`config.mk`:
```
export PLATFORM = sky130hd
export DESIGN_NAME = ws2812b_frame_scheduler
export DESIGN_NICKNAME = d
export VERILOG_FILES = /design/src/rtl/ws2812b_frame_scheduler.sv
export SDC_FILE = /design/constraint.sdc
export NUM_CORES = 1
export LEC_CHECK = 0
export ABC_CLOCK_PERIOD_IN_PS = 2580
export CORE_AREA = 5 5 153 118
export DETAILED_ROUTE_END_ITERATION = 16
export DIE_AREA = 0 0 158 123
export DONT_BUFFER_PORTS = 1
export MAX_ROUTING_LAYER = met4
export PLACE_DENSITY = 0.71
export REMOVE_ABC_BUFFERS = 1
export SLEW_MARGIN = 20
export SYNTH_ARGS = -nofsm -noshare
export SYNTH_HDL_FRONTEND = slang
export SYNTH_SLANG_ARGS = --single-unit
```
`constraint.sdc`:
```
create_clock -name clk_50 -period 2.58 [get_ports clk_50]
set_input_delay 0.645 -clock clk_50 [delete_from_list [all_inputs] [get_ports clk_50]]
set_output_delay 0.645 -clock clk_50 [all_outputs]
set_load 0.05 [all_outputs]
```
`src/rtl/ws2812b_frame_scheduler.sv`:
```
// ws2812b_frame_scheduler
//   Shares one WS2812B strip between NREQ frame sources. A round-robin arbiter
//   grants one requester and latches its N-bit on/off pattern and its 24-bit GRB
//   colour. The block then streams one 24-bit word per LED, LED N-1 first, to the
//   bit serialiser over valid/ready. After the last word the line is held idle for
//   LATCH_CYCLES clocks, frame_done pulses, and arbitration resumes.
//
// Optional feature: define WS2812B_DIM_EN to add the 3-bit `dim` input and the
//   DIM_RESET parameter. Each G/R/B byte is shifted right by the dim value that was
//   sampled at grant time.
//
// Ports
//   clk_50      in   clock
//   rst_n       in   asynchronous active-low reset
//   req         in   [NREQ]      level requests, held until the matching gnt pulse
//   frame_in    in   [NREQ*N]    source i pattern at [i*N +: N], bit k lights LED k
//   colour_in   in   [NREQ*24]   source i GRB colour at [i*24 +: 24]
//   dim         in   [3]         (WS2812B_DIM_EN only) brightness shift
//   gnt         out  [NREQ]      one-hot, one-cycle grant pulse
//   busy        out              high from the gnt cycle through the frame_done cycle
//   pix_data    out  [24]        GRB word of the current LED
//   pix_valid   out              pix_data valid
//   pix_ready   in               serialiser accepts the word when valid && ready
//   frame_done  out              one-cycle pulse at the end of the latch gap
module ws2812b_frame_scheduler #(
  parameter int N            = 32,
  parameter int NREQ         = 4,
  parameter int LATCH_CYCLES = 25000
`ifdef WS2812B_DIM_EN
  , parameter logic [2:0] DIM_RESET = 3'd0
`endif
) (
  input  logic                 clk_50,
  input  logic                 rst_n,
  input  logic [NREQ-1:0]      req,
  input  logic [NREQ*N-1:0]    frame_in,
  input  logic [NREQ*24-1:0]   colour_in,
`ifdef WS2812B_DIM_EN
  input  logic [2:0]           dim,
`endif
  output logic [NREQ-1:0]      gnt,
  output logic                 busy,
  output logic [23:0]          pix_data,
  output logic                 pix_valid,
  input  logic                 pix_ready,
  output logic                 frame_done
);

  localparam int IW = (N > 1) ? $clog2(N) : 1;
  localparam int PW = $clog2(NREQ);
  localparam int CW = $clog2(LATCH_CYCLES + 1);

  typedef enum logic [1:0] {S_IDLE, S_STREAM, S_LATCH} state_t;

  // Registered state
  state_t             r_state;
  logic [PW-1:0]      r_ptr;
  logic [IW-1:0]      r_idx;
  logic [CW-1:0]      r_cnt;
  logic [N-1:0]       r_frame;
  logic [23:0]        r_colour;
  logic [NREQ-1:0]    r_gnt;
  logic               r_busy;
  logic [23:0]        r_pix_data;
  logic               r_pix_valid;
  logic               r_frame_done;
`ifdef WS2812B_DIM_EN
  logic [2:0]         r_dim;
`endif

  // Next-state values
  state_t             w_state_nxt;
  logic [PW-1:0]      w_ptr_nxt;
  logic [IW-1:0]      w_idx_nxt;
  logic [CW-1:0]      w_cnt_nxt;
  logic [NREQ-1:0]    w_gnt_nxt;
  logic               w_busy_nxt;
  logic [23:0]        w_pix_data_nxt;
  logic               w_pix_valid_nxt;
  logic               w_frame_done_nxt;
  logic               w_load;

  // Arbiter results
  logic               w_found;
  logic [PW-1:0]      w_gidx;
  logic [N-1:0]       w_sel_frame;
  logic [23:0]        w_sel_colour;
  logic [23:0]        w_colour_eff;
  logic [IW-1:0]      w_idx_dec;

  // Round-robin search: first set request strictly after the last winner, wrapping.
  always_comb begin
    w_found = 1'b0;
    w_gidx  = '0;
    for (int off = 1; off <= NREQ; off++) begin
      if (!w_found && req[(int'(r_ptr) + off) % NREQ]) begin
        w_found = 1'b1;
        w_gidx  = PW'((int'(r_ptr) + off) % NREQ);
      end
    end
  end

  assign w_sel_frame  = frame_in[int'(w_gidx)*N +: N];
  assign w_sel_colour = colour_in[int'(w_gidx)*24 +: 24];
  assign w_idx_dec    = r_idx - IW'(1);

`ifdef WS2812B_DIM_EN
  // Each channel is dimmed independently so no bits bleed between G, R and B.
  assign w_colour_eff = {r_colour[23:16] >> r_dim,
                         r_colour[15:8]  >> r_dim,
                         r_colour[7:0]   >> r_dim};
`else
  assign w_colour_eff = r_colour;
`endif

  // Next-state / output logic
  always_comb begin
    w_state_nxt      = r_state;
    w_ptr_nxt        = r_ptr;
    w_idx_nxt        = r_idx;
    w_cnt_nxt        = r_cnt;
    w_gnt_nxt        = '0;
    w_busy_nxt       = r_busy;
    w_pix_data_nxt   = r_pix_data;
    w_pix_valid_nxt  = r_pix_valid;
    w_frame_done_nxt = 1'b0;
    w_load           = 1'b0;

    unique case (r_state)
      S_IDLE: begin
        // The frame_done cycle is spent here, so a pending request is granted
        // on the very next edge.
        w_busy_nxt      = 1'b0;
        w_pix_valid_nxt = 1'b0;
        w_pix_data_nxt  = 24'h0;
        if (w_found) begin
          w_gnt_nxt   = NREQ'(1) << w_gidx;
          w_busy_nxt  = 1'b1;
          w_load      = 1'b1;
          w_ptr_nxt   = w_gidx;
          w_idx_nxt   = IW'(N - 1);
          w_state_nxt = S_STREAM;
        end
      end

      S_STREAM: begin
        if (!r_pix_valid) begin
          // Grant cycle: the pattern is latched now, present the first word.
          w_pix_valid_nxt = 1'b1;
          w_pix_data_nxt  = r_frame[r_idx] ? w_colour_eff : 24'h0;
        end else if (pix_ready) begin
          if (r_idx == '0) begin
            w_pix_valid_nxt = 1'b0;
            w_pix_data_nxt  = 24'h0;
            w_cnt_nxt       = '0;
            w_state_nxt     = S_LATCH;
          end else begin
            w_idx_nxt      = w_idx_dec;
            w_pix_data_nxt = r_frame[w_idx_dec] ? w_colour_eff : 24'h0;
          end
        end
      end

      S_LATCH: begin
        w_pix_valid_nxt = 1'b0;
        w_pix_data_nxt  = 24'h0;
        if (r_cnt == CW'(LATCH_CYCLES - 1)) begin
          w_frame_done_nxt = 1'b1;
          w_state_nxt      = S_IDLE;
        end else begin
          w_cnt_nxt = r_cnt + CW'(1);
        end
      end

      default: begin
        w_state_nxt     = S_IDLE;
        w_busy_nxt      = 1'b0;
        w_pix_valid_nxt = 1'b0;
        w_pix_data_nxt  = 24'h0;
      end
    endcase
  end

  // State register
  always_ff @(posedge clk_50 or negedge rst_n) begin
    if (!rst_n) begin
      r_state      <= S_IDLE;
      r_ptr        <= PW'(NREQ - 1);
      r_idx        <= IW'(N - 1);
      r_cnt        <= '0;
      r_frame      <= '0;
      r_colour     <= 24'h0;
      r_gnt        <= '0;
      r_busy       <= 1'b0;
      r_pix_data   <= 24'h0;
      r_pix_valid  <= 1'b0;
      r_frame_done <= 1'b0;
`ifdef WS2812B_DIM_EN
      r_dim        <= DIM_RESET;
`endif
    end else begin
      r_state      <= w_state_nxt;
      r_ptr        <= w_ptr_nxt;
      r_idx        <= w_idx_nxt;
      r_cnt        <= w_cnt_nxt;
      r_gnt        <= w_gnt_nxt;
      r_busy       <= w_busy_nxt;
      r_pix_data   <= w_pix_data_nxt;
      r_pix_valid  <= w_pix_valid_nxt;
      r_frame_done <= w_frame_done_nxt;
      if (w_load) begin
        r_frame  <= w_sel_frame;
        r_colour <= w_sel_colour;
`ifdef WS2812B_DIM_EN
        r_dim    <= dim;
`endif
      end
    end
  end

  assign gnt        = r_gnt;
  assign busy       = r_busy;
  assign pix_data   = r_pix_data;
  assign pix_valid  = r_pix_valid;
  assign frame_done = r_frame_done;

endmodule

```
==> reports/metrics.cfg, run 1 <==
[final_layout]
antenna_cells=0
syn2layout_area_growth_pct=12.46
fin_nets=1150
multiInputGateArea_sq_um=4335
nFillCells=1575
layout-drive-gt1-share_pct=10.78
fin_cells=1133
seq_area_sq_um=2786

[critical_path]
endpoint_kind=register
worstReg2RegEnd=pix_data[12]$_DFFE_PN0P_
crit_chain=inv_2, ha_4, xor2_4, buf_6, mux4_2, a21oi_4, buf_12, o32a_2, a31oi_1
rr_worst_depth=9
worstReg2RegStart=r_idx[0]$_DFFE_PN1P_
crit_type=reg -> reg
worst-path-max-fanout=6
slowest_stage=dfstp_2
cp-start-kind=register
reg2reg_setup_slack_ns=0.07
cp.arrival_ns=2.74
slowest_delay_ns=0.55
worstPathRequired_ns=2.81

[power_and_ir_drop]
total_power_mw=3.506
vdd_ir_drop_max_mv=0.3062
powerDensity_nw_per_um2=431.6
p_leak_nw=3.867

[run_status]
failed_checks=negative hold slack
status=finished with violations

[logic_synthesis]
synth_flop_cell=dfrtp_1
ys_seq_area_share_pct=38.58
yosysWarnings=0
synthTopCellsByArea=dfrtp_1 36%, nand2_1 18%, and3_1 9.8%
syn-cell-area_sq_um=7222
yosysTopAreaCell=dfrtp_1
ys_async_sr_fraction_pct=100.0
ys_ff_latch=111
yosys.area_share.simple_pct=36.33
synth_compound_area_share_pct=12.73
synth-edff-count=0
synthCells=932
syn_area_per_cell_sq_um=7.749
synth_top_family_by_area=simple AND/OR/NAND/NOR gates
synthMuxAreaShare_pct=4.747
synth_cell_types=51
yosysTopAreaCellShare_pct=36.04
synth_fa_ha_area_share_pct=1.040
synth-xor-area-share_pct=1.958

[clock_tree]
clk_pin_slew_worst_paths_ns=0.07
cts_sinks=111
cts_buffer_depth=2
clk_latency_ns=0.35
cts_root_buffer=clkbuf_16
numCtsBuffers=9
htreeDepth=3
cts_tree=yes

[sta]
setup_ws_ns=0.06784
fin_crit_sh_pct=97.37
setup-tns-final_ns=0
maxSlewViolCount=0
hold_ws_ns=-0.01267
finalSetupViolations=0
worst_pin_slew_ns=0.7157
rsz0062_at_grt=true
finalClockSkew_ns=0.009442
period_minus_slack_ns=2.512
finalHoldViolCount=51
max-slew-margin-rel_pct=52.29
fmax_mhz=398.1

[global_routing]
grt_pass1_vias=6146
grt_antenna_before_repair=0
grtUsageTotal_pct=21.49
grt_pass1_wl_um=32260
grt_overflow=0
grt_max_degree=112

[floorplan]
core_area_sq_um=16470
die_width_um=158
dieArea_sq_um=19430
die_y_um=123
ioPinCount=262
start_util_pct=43.86
rows=41

[drt]
drtAntennaViolNets=0
wire_per_inst_um=18.50
via_per_inst=5.743
drc_errors=0
drt_iter0_drc=441
num_vias=6507
drt_wl_total_um=20960
drtPass1Iterations=5

[place]
placed_cells=1108
place_ws_ns=-0.09326
dpl.hpwl_um=14380
gp_congestion=0.8915
port_buffers=0

[flow_run]
drv_cap=0

[min_path]
hold_class=in -> async

-- Yosys cell counts, drive strengths merged (2+ instances only) --
| library cell | n |
|---|---|
| a2111oi | 2 |
| a21o | 3 |
| a21oi | 15 |
| a22oi | 5 |
| a31oi | 26 |
| and2 | 2 |
| and3 | 113 |
| buf | 13 |
| clkbuf | 54 |
| dfrtp | 104 |
| dfstp | 7 |
| ha | 6 |
| inv | 10 |
| mux2i | 23 |
| mux4 | 4 |
| nand2 | 346 |
| nand2b | 31 |
| nand3 | 13 |
| nand4 | 2 |
| nor2 | 22 |
| nor2b | 6 |
| nor3 | 17 |
| nor4 | 4 |
| nor4b | 2 |
| o21a | 2 |
| o21ai | 12 |
| o22a | 2 |
| o31ai | 56 |
| or3 | 3 |
| xnor2 | 13 |
-- power by group --
group / switching, mW / leakage (nW) / internal (mW)
Clock: 0.649 / 0.145 / 0.785
Sequential: 0 / 1.51 / 1.74
Combinational: 0.194 / 2.22 / 0.138
-- worst max-delay path, delay by kind of cell, from the launching register on --
kind	cells	cell delay, ns
buffers and inverters	3	0.34
flip-flops	1	0.55
XOR/XNOR	1	0.26
multiplexers	1	0.53
adder cells (fa/ha/maj)	1	0.17
AO/OA/AOI/OAI	3	0.54
-- worst max-delay path by stage --
stage,end,cells past startpoint,from
3_5_place_dp,pix_data[19]$_DFFE_PN0P_,9,r_idx[0]$_DFFE_PN1P_
2_1_floorplan,r_colour[0]$_DFFE_PN0P_,5,req[3]
3_3_place_gp,pix_data[8]$_DFFE_PN0P_,9,r_idx[0]$_DFFE_PN1P_
4_1_cts,pix_data[9]$_DFFE_PN0P_,8,r_idx[0]$_DFFE_PN1P_
6_report,pix_data[12]$_DFFE_PN0P_,9,r_idx[0]$_DFFE_PN1P_
5_1_grt,pix_data[16]$_DFFE_PN0P_,10,r_idx[0]$_DFFE_PN1P_
-- flip-flops by register name (all words and copies together), names as in the netlist --
name,cells
r_frame,32
pix_data,24
r_colour,24
r_cnt,15
r_idx,5
gnt,4
r_ptr,2
r_state,2
busy,1
frame_done,1
pix_valid,1
-- final cells by class --
class	instances	share of cell area, %
repair buffers	34	4.760
flip-flops and latches	111	34.31
clock inverters	6	0.8319
clock buffers	10	2.943
well taps	215	3.312
multi-input cells	747	53.38
inverters	10	0.4622
-- layer usage --
layer | track usage [%] | up-vias | part of all wire, %
li1 | - | 3173 | -
met4 | 4.795 | 0 | 1.3
met2 | 33.18 | 261 | 46
met3 | 4.514 | 21 | 7.5
met5 | - | - | 0
met1 | 29.47 | 3052 | 46
-- cell usage in the layout, fill, tap and decap left out, drive strengths merged, types with 17 or more instances in the layout --
cell,netlist,layout
dfrtp,104,104
nand2,346,346
nand2b,31,31
nor3,17,17
mux2i,23,23
and3,113,113
a31oi,26,26
o31ai,56,56
buf,13,33
nor2,22,22
-- through the flow --
| step | util (%) | area, sq um |
|---|---|---|
| final | 49.32 | 8122 |
| after global routing | 49.32 | 8122 |
| after CTS | 48.51 | 7989 |
| after detailed placement | 45.68 | 7522 |
| after global placement | 45.68 | 7522 |
| after floorplan | - | 6927 |
-- cells by family (layout without fill, tap and decap cells) --
family                     Yosys count  count (layout)
AOI/OAI and AO/OA                  130             133
adders and majority gates            6               6
and+or+nand+nor                    566             566
muxes                               28              28
xor gates and xnor gates            14              14
buffers and inverters               77              60
DFF                                111             111
-- repair_timing --
action                     CTS  global route
hold endpoints to repair   104           104
resized for setup           20            19
pin swaps                    5            14
setup buffers                3             2
cloned                       4             1
setup endpoints to repair   24            25
No activity file was read; power rests on OpenSTA's default activity.
==> run 2, diff against run 1 <==
Settings changed: CORE_AREA 5 5 153 118 to 2 2 150 115, DIE_AREA 0 0 158 123 to 0 0 152 117, TNS_END_PERCENT from default to 50.
==> run 2 against run 1 <==
Effect of this change: clock power is 3% higher; register-to-register slack lost 0.06 ns; first-iteration DRC count is 5.2% lower; the run still ends with negative hold slack left; hold slack better by 0.0035 ns; setup slack lost 0.061 ns; highest routed layer unchanged.
==> reports/metrics.cfg, run 2 (same netlist as run 1, synthesis figures left out) <==
[run_status]
status=finished with violations
failed_checks=negative hold slack

[final_layout]
largest_reg_flops=32  ; unchanged
antenna_cells=0  ; unchanged
syn2layout_area_growth_pct=12.25
final_cell_mix=345 x nand2_1, 113 x and3_1, 104 x dfrtp_1
fin_nets=1151  ; +0.087%
top_register=r_frame
layout-drive-gt1-share_pct=10.78  ; unchanged
layout.cells.most_common=nand2_1

[power_and_ir_drop]
p_leak_nw=3.890  ; +0.60%
powerDensity_nw_per_um2=439.3  ; +1.8%
power.share.combinational_pct=9.6  ; about the same
power_frac_seq_pct=48.8  ; -0.8 points
p_int_mw=2.724  ; +2.3%
power.switching_mw=0.8379  ; -0.65%
p_sw_share_pct=23.53  ; -0.53 points
vdd_ir_drop_max_mv=0.3311  ; +8.1%
p_clk_share_pct=41.6  ; +0.7 points

[sta]
worst_pin_slew_ns=0.8306  ; +0.1149 ns
period_minus_slack_ns=2.573  ; +0.06078 ns
rsz0062_at_grt=true
max-slew-margin-rel_pct=44.55  ; -7.7 points
finalClockSkew_ns=0.008911  ; -0.0005303 ns
finalHoldViolCount=38  ; -25%
maxSlewViolCount=0  ; unchanged
finalSetupViolations=0  ; unchanged
hold_ws_ns=-0.009128  ; +0.003542 ns
setup-tns-final_ns=0  ; unchanged
fmax_mhz=388.7  ; -2.4%
fin_crit_sh_pct=99.73  ; +2.4 points

[clock_tree]
cts_root_buffer=clkbuf_16
clk_latency_ns=0.35  ; about the same
cts_sinks=111  ; unchanged
cts_tree=yes
htreeDepth=3  ; unchanged
clk_pin_slew_worst_paths_ns=0.07  ; about the same
numCtsBuffers=9  ; unchanged
cts_buffer_depth=2  ; unchanged

[drt]
drt_iter0_drc=418  ; -5.2%
drtAntennaViolNets=0  ; unchanged
via_per_inst=5.786  ; +0.74%
drtPass1Iterations=5  ; unchanged
num_vias=6555  ; +0.74%
drt_wl_total_um=20980  ; +0.11%
wire_per_inst_um=18.52  ; +0.11%
drc_errors=0  ; unchanged

[global_routing]
grtUsageTotal_pct=23.85  ; +2.4 points
grt_max_degree=112  ; unchanged
grt_overflow=0  ; unchanged
grt_pass1_vias=6040  ; -1.7%
grt_pass1_wl_um=32490  ; +0.71%
grt_antenna_before_repair=0  ; unchanged

[critical_path]
crit_path_frequent_cell=buf_12
worstPathRequired_ns=2.84  ; +0.03 ns
worst-path-max-fanout=12  ; +6
slowest_delay_ns=0.55  ; about the same
cp.arrival_ns=2.84  ; +0.10 ns
startpoint=r_idx[0]$_DFFE_PN1P_
crit_chain=inv_2, ha_4, buf_4, nor3b_1, xnor2_1, nand2_2, nor4_2, nor3_4, buf_12, buf_12, a31oi_1
cp-start-kind=register
crit_type=reg -> reg
slowest_stage=dfstp_2
worstReg2RegStart=r_idx[0]$_DFFE_PN1P_
endpoint_kind=register

[floorplan]
ioPinCount=262  ; unchanged
dieArea_sq_um=17780  ; -8.5%
rows=41  ; unchanged
start_util_pct=43.86  ; unchanged
core_area_sq_um=16470  ; unchanged
die_y_um=117  ; -4.9%
die_width_um=152  ; -3.8%

[place]
gp_congestion=0.8488  ; -4.8%
dpl.hpwl_um=14260  ; -0.84%
port_buffers=0  ; unchanged

[flow_run]
drv_cap=0  ; unchanged

[min_path]
hold_class=in -> async

## run 2: cell types whose count changed in the layout (fill, tap and decap cells not counted), sizes merged
cell      delta
buf          +2
clkbuf       -2
clkinvlp     -2
bufinv       +1
clkinv       +1
## run 2: layout make-up
type	count	area (sq um)
fillers	1598	8361
clock buffers	9	225.2
clock inverters	6	83.83
flip-flops and latches	111	2786
inverters	10	37.54
repair buffers	35	390.4
well taps	215	269.0
multi-input cells	747	4314
## run 2: per-layer routing
layer	GRT usage [%]	share of wire [%]	vias to the layer above
met5	-	0	-
met3	4.639	6.9	19
met4	5.109	1.3	0
met1	31.75	45	3088
met2	38.44	46	282
li1	-	-	3166
## run 2: repair_timing
action                     CTS  global route
setup buffers                4             3
hold endpoints to repair   104           104
setup endpoints to repair   24            29
pin swaps                    6             3
resized for setup           26             9
cloned                       4             0
## run 2: metrics by stage
stage / power [mW] / setup slack [ns] / cell area, sq um / utilization (%) / instances
floorplan: 2.035 / -2.586 / 6927 / - / 865
global placement: 2.111 / -0.05695 / 7515 / 45.63 / 1107
detailed placement: 2.118 / -0.08757 / 7515 / 45.63 / 1107
CTS: 3.608 / 0.01157 / 8033 / 48.78 / 1130
global route: 3.718 / -0.1154 / 8107 / 49.23 / 1133
finish: 3.562 / 0.007053 / 8107 / 49.23 / 1133
## run 2: power by group through the flow
stage	Sequential, mW	Combinational [mW]	Clock, mW
finish	1.74	0.340	1.48
global route	1.74	0.389	1.59
CTS	1.74	0.347	1.52
detailed placement	1.77	0.345	0
global placement	1.77	0.338	0
floorplan	1.77	0.261	0
## run 2: final timing paths
kind / to / slack [ns] / cells past startpoint
max in group asynchronous: r_idx[4]$_DFFE_PN1P_ / 2.31 / 0
setup reg to reg: pix_data[12]$_DFFE_PN0P_ / 0.007 / 11
hold / removal: r_colour[12]$_DFFE_PN0P_ / -0.009 / 0
hold reg to reg: r_colour[3]$_DFFE_PN0P_ / 0.48 / 2
setup / recovery: pix_data[12]$_DFFE_PN0P_ / 0.007 / 11
min in group clk_50: pix_valid$_DFF_PN0_ / 0.46 / 1
## run 2: worst max-delay path, delay by kind of cell, from the launching register on
| family | cells | cell delay (ns) |
|---|---|---|
| DFF | 1 | 0.55 |
| AOI/OAI and AO/OA | 1 | 0.14 |
| buffers and inverters | 4 | 0.47 |
| and+or+nand+nor | 4 | 0.87 |
| adders and majority gates | 1 | 0.17 |
| xor gates and xnor gates | 1 | 0.27 |
